### config.mk
export PLATFORM = sky130hd
export DESIGN_NAME = carregador_matriz
export DESIGN_NICKNAME = d
export VERILOG_FILES = /design/src/rtl/carregador_matriz_pkg.sv /design/src/rtl/carregador_matriz.sv
export SDC_FILE = /design/constraint.sdc
export NUM_CORES = 1
export LEC_CHECK = 0
export CAP_MARGIN = 20
export CORE_MARGIN = 2
export CORE_UTILIZATION = 30
export CTS_CLUSTER_DIAMETER = 40
export DETAILED_ROUTE_END_ITERATION = 16
export GPL_ROUTABILITY_DRIVEN = 0
export GPL_TIMING_DRIVEN = 1
export SYNTH_ARGS = -nofsm -noshare
export SYNTH_HDL_FRONTEND = slang
export SYNTH_SLANG_ARGS = --single-unit
export TNS_END_PERCENT = 10
### constraint.sdc
create_clock -name clk -period 3.32 [get_ports clk]
set_input_delay 0.498 -clock clk [delete_from_list [all_inputs] [get_ports clk]]
set_output_delay 0.498 -clock clk [all_outputs]
set_load 0.03 [all_outputs]
### src/rtl/carregador_matriz_pkg.sv
// Shared constants and state encoding for the matrix loader and the scalar-matrix multiplier.
package pacote_matriz;

  localparam int unsigned N        = 5;
  localparam int unsigned ELEM_W   = 8;
  localparam int unsigned NUM_ELEM = N * N;
  localparam int unsigned MAT_W    = N * N * ELEM_W;
  localparam int unsigned CNT_W    = 5;

  typedef enum logic {
    LOAD   = 1'b0,
    SCALAR = 1'b1
  } estado_t;

endpackage

### src/rtl/carregador_matriz.sv
// Serial byte loader feeding multiplicacao_num_matriz.
// Collects N*N signed elements (row-major) into a shadow buffer, then one scalar
// beat commits buffer + scalar to the registered operand outputs.
// Ports:
//   clk, rst           - clock, synchronous active-high reset
//   in_valid/in_ready  - input beat handshake (in_ready is combinational)
//   in_data            - element or scalar beat
//   matriz_A           - committed matrix, element (i,j) at [(i*N+j)*ELEM_W +: ELEM_W]
//   num_inteiro        - committed scalar
//   out_valid/out_ready- operand-set handshake
//   elem_count         - elements held in the shadow buffer (0..N*N)
module carregador_matriz #(
  parameter int unsigned N      = pacote_matriz::N,
  parameter int unsigned ELEM_W = pacote_matriz::ELEM_W
) (
  input  logic                       clk,
  input  logic                       rst,
  input  logic                       in_valid,
  output logic                       in_ready,
  input  logic [ELEM_W-1:0]          in_data,
  output logic [N*N*ELEM_W-1:0]      matriz_A,
  output logic [ELEM_W-1:0]          num_inteiro,
  output logic                       out_valid,
  input  logic                       out_ready,
  output logic [pacote_matriz::CNT_W-1:0] elem_count
);

  localparam int unsigned MAT_W  = N * N * ELEM_W;
  localparam int unsigned CNT_W  = pacote_matriz::CNT_W;
  localparam int unsigned SLOT_W = $clog2(MAT_W);

  pacote_matriz::estado_t state_q, state_d;
  logic [CNT_W-1:0]  count_d;
  logic [MAT_W-1:0]  shadow_q;
  logic [SLOT_W-1:0] slot_base;
  logic              accept;
  logic              wr_slot;
  logic              commit;

  // Scalar beat may only land when the held set is free or leaving this cycle.
  always_comb begin
    in_ready = 1'b0;
    if (!rst) begin
      if (state_q == pacote_matriz::LOAD) in_ready = 1'b1;
      else                                in_ready = !out_valid || out_ready;
    end
  end

  assign accept    = in_valid && in_ready;
  assign slot_base = SLOT_W'(elem_count) * SLOT_W'(ELEM_W);

  // Next-state and control decode.
  always_comb begin
    state_d = state_q;
    count_d = elem_count;
    wr_slot = 1'b0;
    commit  = 1'b0;
    case (state_q)
      pacote_matriz::LOAD: begin
        if (accept) begin
          wr_slot = 1'b1;
          count_d = elem_count + CNT_W'(1);
          if (elem_count == CNT_W'(N * N - 1)) state_d = pacote_matriz::SCALAR;
        end
      end
      pacote_matriz::SCALAR: begin
        if (accept) begin
          commit  = 1'b1;
          count_d = '0;
          state_d = pacote_matriz::LOAD;
        end
      end
    endcase
  end

  // State, shadow buffer and registered operand outputs.
  always_ff @(posedge clk) begin
    if (rst) begin
      state_q     <= pacote_matriz::LOAD;
      elem_count  <= '0;
      shadow_q    <= '0;
      matriz_A    <= '0;
      num_inteiro <= '0;
      out_valid   <= 1'b0;
    end else begin
      state_q    <= state_d;
      elem_count <= count_d;
      if (wr_slot) shadow_q[slot_base +: ELEM_W] <= in_data;
      if (commit) begin
        matriz_A    <= shadow_q;
        num_inteiro <= in_data;
        out_valid   <= 1'b1;
      end else if (out_valid && out_ready) begin
        out_valid <= 1'b0;
      end
    end
  end

endmodule

; ---- Word-level counts from Yosys, hierarchy flattened
; Cells that the tools add are included.
; W data, S select, Z words.
[totals]
reg_bits = 415
input_bits = 12
output_inout_bits = 215
elab_cells = 35
[op_classes]
add_sub_neg = 2
n_eq_ne = 3
n_shift = 2
n_mux = 15
bitwise = 1
reduce_logical = 6
[ops]
columns = op, n
row1 = $bwmux W200, 1
row2 = $shift A8 B10 Y200 const A, 1
row3 = $shiftx A8 B10 Y200, 1
row4 = $mux W1, 10
row5 = $mux W5, 2
row6 = $neg A8 Y10, 1
row7 = $pmux W5 S2, 1
row8 = $add A5 B1 Y5 const B, 1
row9 = $eq A5 B5 Y1 const B, 1
row10 = $logic_and A1 B1 Y1, 2
row11 = $ne A2 B1 Y1 const B, 1
row12 = $ne A2 B2 Y1 const B, 1
row13 = $pmux W1 S2, 1
row14 = $reduce_and A2 Y1, 1
row15 = $reduce_bool A2 Y1, 1
row16 = $logic_not A1 Y1, 1
row17 = $logic_or A1 B1 Y1, 1
row18 = $not A1 Y1, 1

; ---- Longest topological paths before layout
[depth]
ltp_word = 8
ltp_mapped = 9
mapped_depth_nobuf = 6

; ---- Worst setup path after synthesis
; Ideal clock, no wire load.
[synth_path]
path_kind = flip-flop to flip-flop
from = register elem_count[0] in the netlist's numbering
to = register shadow_q[100]
setup_time_ns = 0.121
arrival_time_ns = 2.476
required_time_ns = 3.199
slack_ns = 0.723
path_stages_with_launch = 8
synth_period_minus_slack_ns = 2.597
cell_sequence = dfxtp_1 > buf_2 > inv_1 > ha_1 > nor2_1 > nand2_4 > nor3_2 > mux2_2
[synth_via]
elab_chain_cells = 3
elab_cells_between_ends = 4
cone_classes = 1 x add/sub / 2 x shift / 1 x mux
[synth_rtl]
columns = item, line_no
row1 = start: declaration, carregador_matriz.sv:25  ; output logic [pacote_matriz::CNT_W-1:0] elem_count
row2 = start signal: assignment, carregador_matriz.sv:87  ; elem_count <= count_d;
row3 = $neg A8 Y10 *, carregador_matriz.sv:88  ; if (wr_slot) shadow_q[slot_base +: ELEM_W] <= in_data;
row4 = $shiftx A8 B10 Y200 or $shift A8 B10 Y200 (tied branches), carregador_matriz.sv:88
row5 = $bwmux W200 *, carregador_matriz.sv:88
row6 = end signal: indexed assignment, carregador_matriz.sv:88
row7 = end: declaration, carregador_matriz.sv:34  ; logic [MAT_W-1:0] shadow_q;
; Every way passes the cells marked *; elsewhere a longest branch is shown, timed or not.
; A chain may end at the register's enable or synchronous reset.

; ---- Worst setup path after layout
[layout_path]
from = register elem_count[1] in the netlist's numbering
to = register shadow_q[64]
; Same word-level chain as after synthesis.

==> metrics.cfg <==
[status]
status = complete, no violations

[power]
ir_drop_v = 0.000377
p_per_area_nw_per_um2 = 562
leakage_nw = 6.87

[worst_setup_path]
max_stage_delay_ps = 620
crit_family = simple AND/OR/NAND/NOR gates
reg2reg_setup_slack_ps = 340
cp.buffers_inverters = 2
arrival_ps = 3470
cp_slowest_cell = nor3b_1
worst-path-stages = 7
startpoint_type = register
crit_fanout = 32
required_ps = 3800
r2r_cells = 7
crit_path_end_kind = register
crit_type = register to register
cp_cell_sequence = inv_1, ha_1, nor3b_1, nand3_1, and2_1, buf_4, o311ai_0

[hold_path]
hold_depth = 2
hold_path.class = input port to register

[routing]
num_vias = 13198
wl_met3_um = 2330
routed.top_layer = met4
drc = 0
initialDrtViolationCount = 872
via_per_inst = 4.83
m1WireLength_um = 21100
wirelength_um = 47500
drtAntennaViolNets = 0
drt_pre_antenna_iters = 5
drt-wirelength-per-cell_um = 17.4
wl_met2_um = 22700

[place]
portBuffers = 226
pre_cts_ws_ps = 387
dpl_cell_area_sq_um = 18600
dp_hpwl_um = 31600

[global_route]
antenna_found_initial = 0
overflow = 0
grt_usage_pct = 17.4
grt_pass1_vias = 12885
grt_max_degree = 210
grt_pass1_wl_um = 73500

[floorplan]
io_pins = 227
die-area_sq_um = 54000
fp-row-count = 83
start_util_pct = 30.4
die_w_um = 232
core_region_area_sq_um = 51400
fp.dieH_um = 232

[logic_synthesis]
yosysTopAreaCellShare_pct = 53.1
synth_edf_count = 0
synth_area_leaders = dfxtp_1 (53%), nand2_1 (15%), mux2i_1 (8.2%)
synth_cells = 1817
ys_types = 55
synth_top_area_cell = dfxtp_1
synth_common_cells = nand2_1 (607), dfxtp_1 (415), a21oi_1 (227)
synth.avg_cell_area_sq_um = 8.61
synth_area_sq_um = 15600
syn_nets = 1834
synth_most_common_cell = nand2_1
seq_area_frac_synth_pct = 53.1
ys_ff_latch = 415
synthFlopType = dfxtp_1
synth-warning-count = 0
synthArstFlopShare_pct = 0

[clocking]
cts_root_buf = clkbuf_16
postCtsSetupBuffers = 0
cts_tree = yes
clk_path_buf_depth = 3
numCtsBuffers = 57
clock_latency_ps = 620
hold_buffers = 0
cts_resized = 0
clk_pin_slew_ps = 60
h-tree-depth = 2
clock_sinks = 415

[sta]
setup_violations = 0
period_share_pct = 89.9
fin_crit_ps = 2980
worst_slack_ps = 337
fmax_mhz = 335
rsz0062_at_grt = no
hold_viol = 0
tightest_slew_ps = 972
max_slew_margin_pct = 35.2
fin_skew_ps = 31.1
setup_tns_ps = 0
drv_slew = 0

[layout]
final_core_util_pct = 40.1
seq_area_sq_um = 8310
fin_area_sq_um = 20600
area_growth_pct = 31.7
fill_cells = 5135
drive_gt1_share_pct = 9.06
fin_nets = 2027
multiInputGateArea_sq_um = 6560
diodes = 0

[job]
maxCapViolCount = 0

==> power breakdown <==
part	leakage [nW]	internal (W)	switching, W
Combinational	2.56	0.0000781	0.000234
Clock	0.963	0.00391	0.00237
Sequential	3.34	0.00499	0.00000421
Total	6.87	0.00898	0.00261
==> per-layer routing <==
layer,vias up,GRT usage [%]
met4,0,6.31
li1,6454,-
met3,81,2.78
met5,-,0
met1,6343,22.5
met2,320,29.0
==> area by class of cell <==
type | instances | share of cell area (%)
flip-flops and latches | 415 | 40.3
inverters | 51 | 0.941
multi-input cells | 1210 | 31.8
clock inverters | 31 | 2.06
repair buffers | 275 | 13.1
clock buffers | 72 | 7.58
well taps | 680 | 4.13
==> final timing paths <==
check,start,endpoint
worst max-delay path,elem_count[1]$_SDFFE_PP0P_,shadow_q[64]$_SDFFE_PP0P_
worst min-delay path,rst,matriz_A[96]$_SDFFE_PP0P_
worst max register to register,elem_count[1]$_SDFFE_PP0P_,shadow_q[64]$_SDFFE_PP0P_
worst min register to register,shadow_q[146]$_SDFFE_PP0P_,matriz_A[146]$_SDFFE_PP0P_
==> stage by stage <==
step | hold slack (ps) | instances | total power, W
after floorplan | 427 | 1817 | 0.00528
after global placement | 438 | 2631 | 0.00541
after detailed placement | 444 | 2631 | 0.00541
after CTS | 266 | 2734 | 0.0117
after global routing | 307 | 2734 | 0.0120
final | 303 | 2734 | 0.0116
==> layout by cell type, fill, tap and decap left out, types with 3 or more instances in the layout <==
master	n
mux2i_1	128
clkbuf_1	7
a21oi_2	10
nor4bb_1	4
and3_1	3
clkbuf_8	8
nand2_1	607
nand3_1	48
nand2b_1	4
o32ai_1	48
clkinv_2	3
nand3b_1	3
inv_1	50
clkinvlp_4	4
ha_1	5
nor2_1	17
bufinv_16	7
mux2_2	8
buf_4	44
clkbuf_16	57
clkinv_4	4
buf_12	6
nor2b_1	16
o311ai_1	4
o21ai_0	10
nand4_1	12
xor2_1	4
a21oi_1	226
nor3b_2	3
dfxtp_1	415
clkdlybuf4s50_1	224
inv_6	9
and2_1	11
==> logic make-up after synthesis <==
logic type | share of synthesized area, %
AND/OR/NAND/NOR | 20.3
flip-flops | 53.1
AO/OA/AOI/OAI | 12.0
buffers and inverters | 5.15
multiplexers | 8.77
XOR/XNOR | 0.280
adder cells (fa/ha/maj) | 0.400
==> sequential cells by signal, summed over array words and instances (netlist names) <==
register / cells
state_q: 1
shadow_q: 200
num_inteiro: 8
elem_count: 5
matriz_A: 200
out_valid: 1
Power figures use the tool's default switching activity.
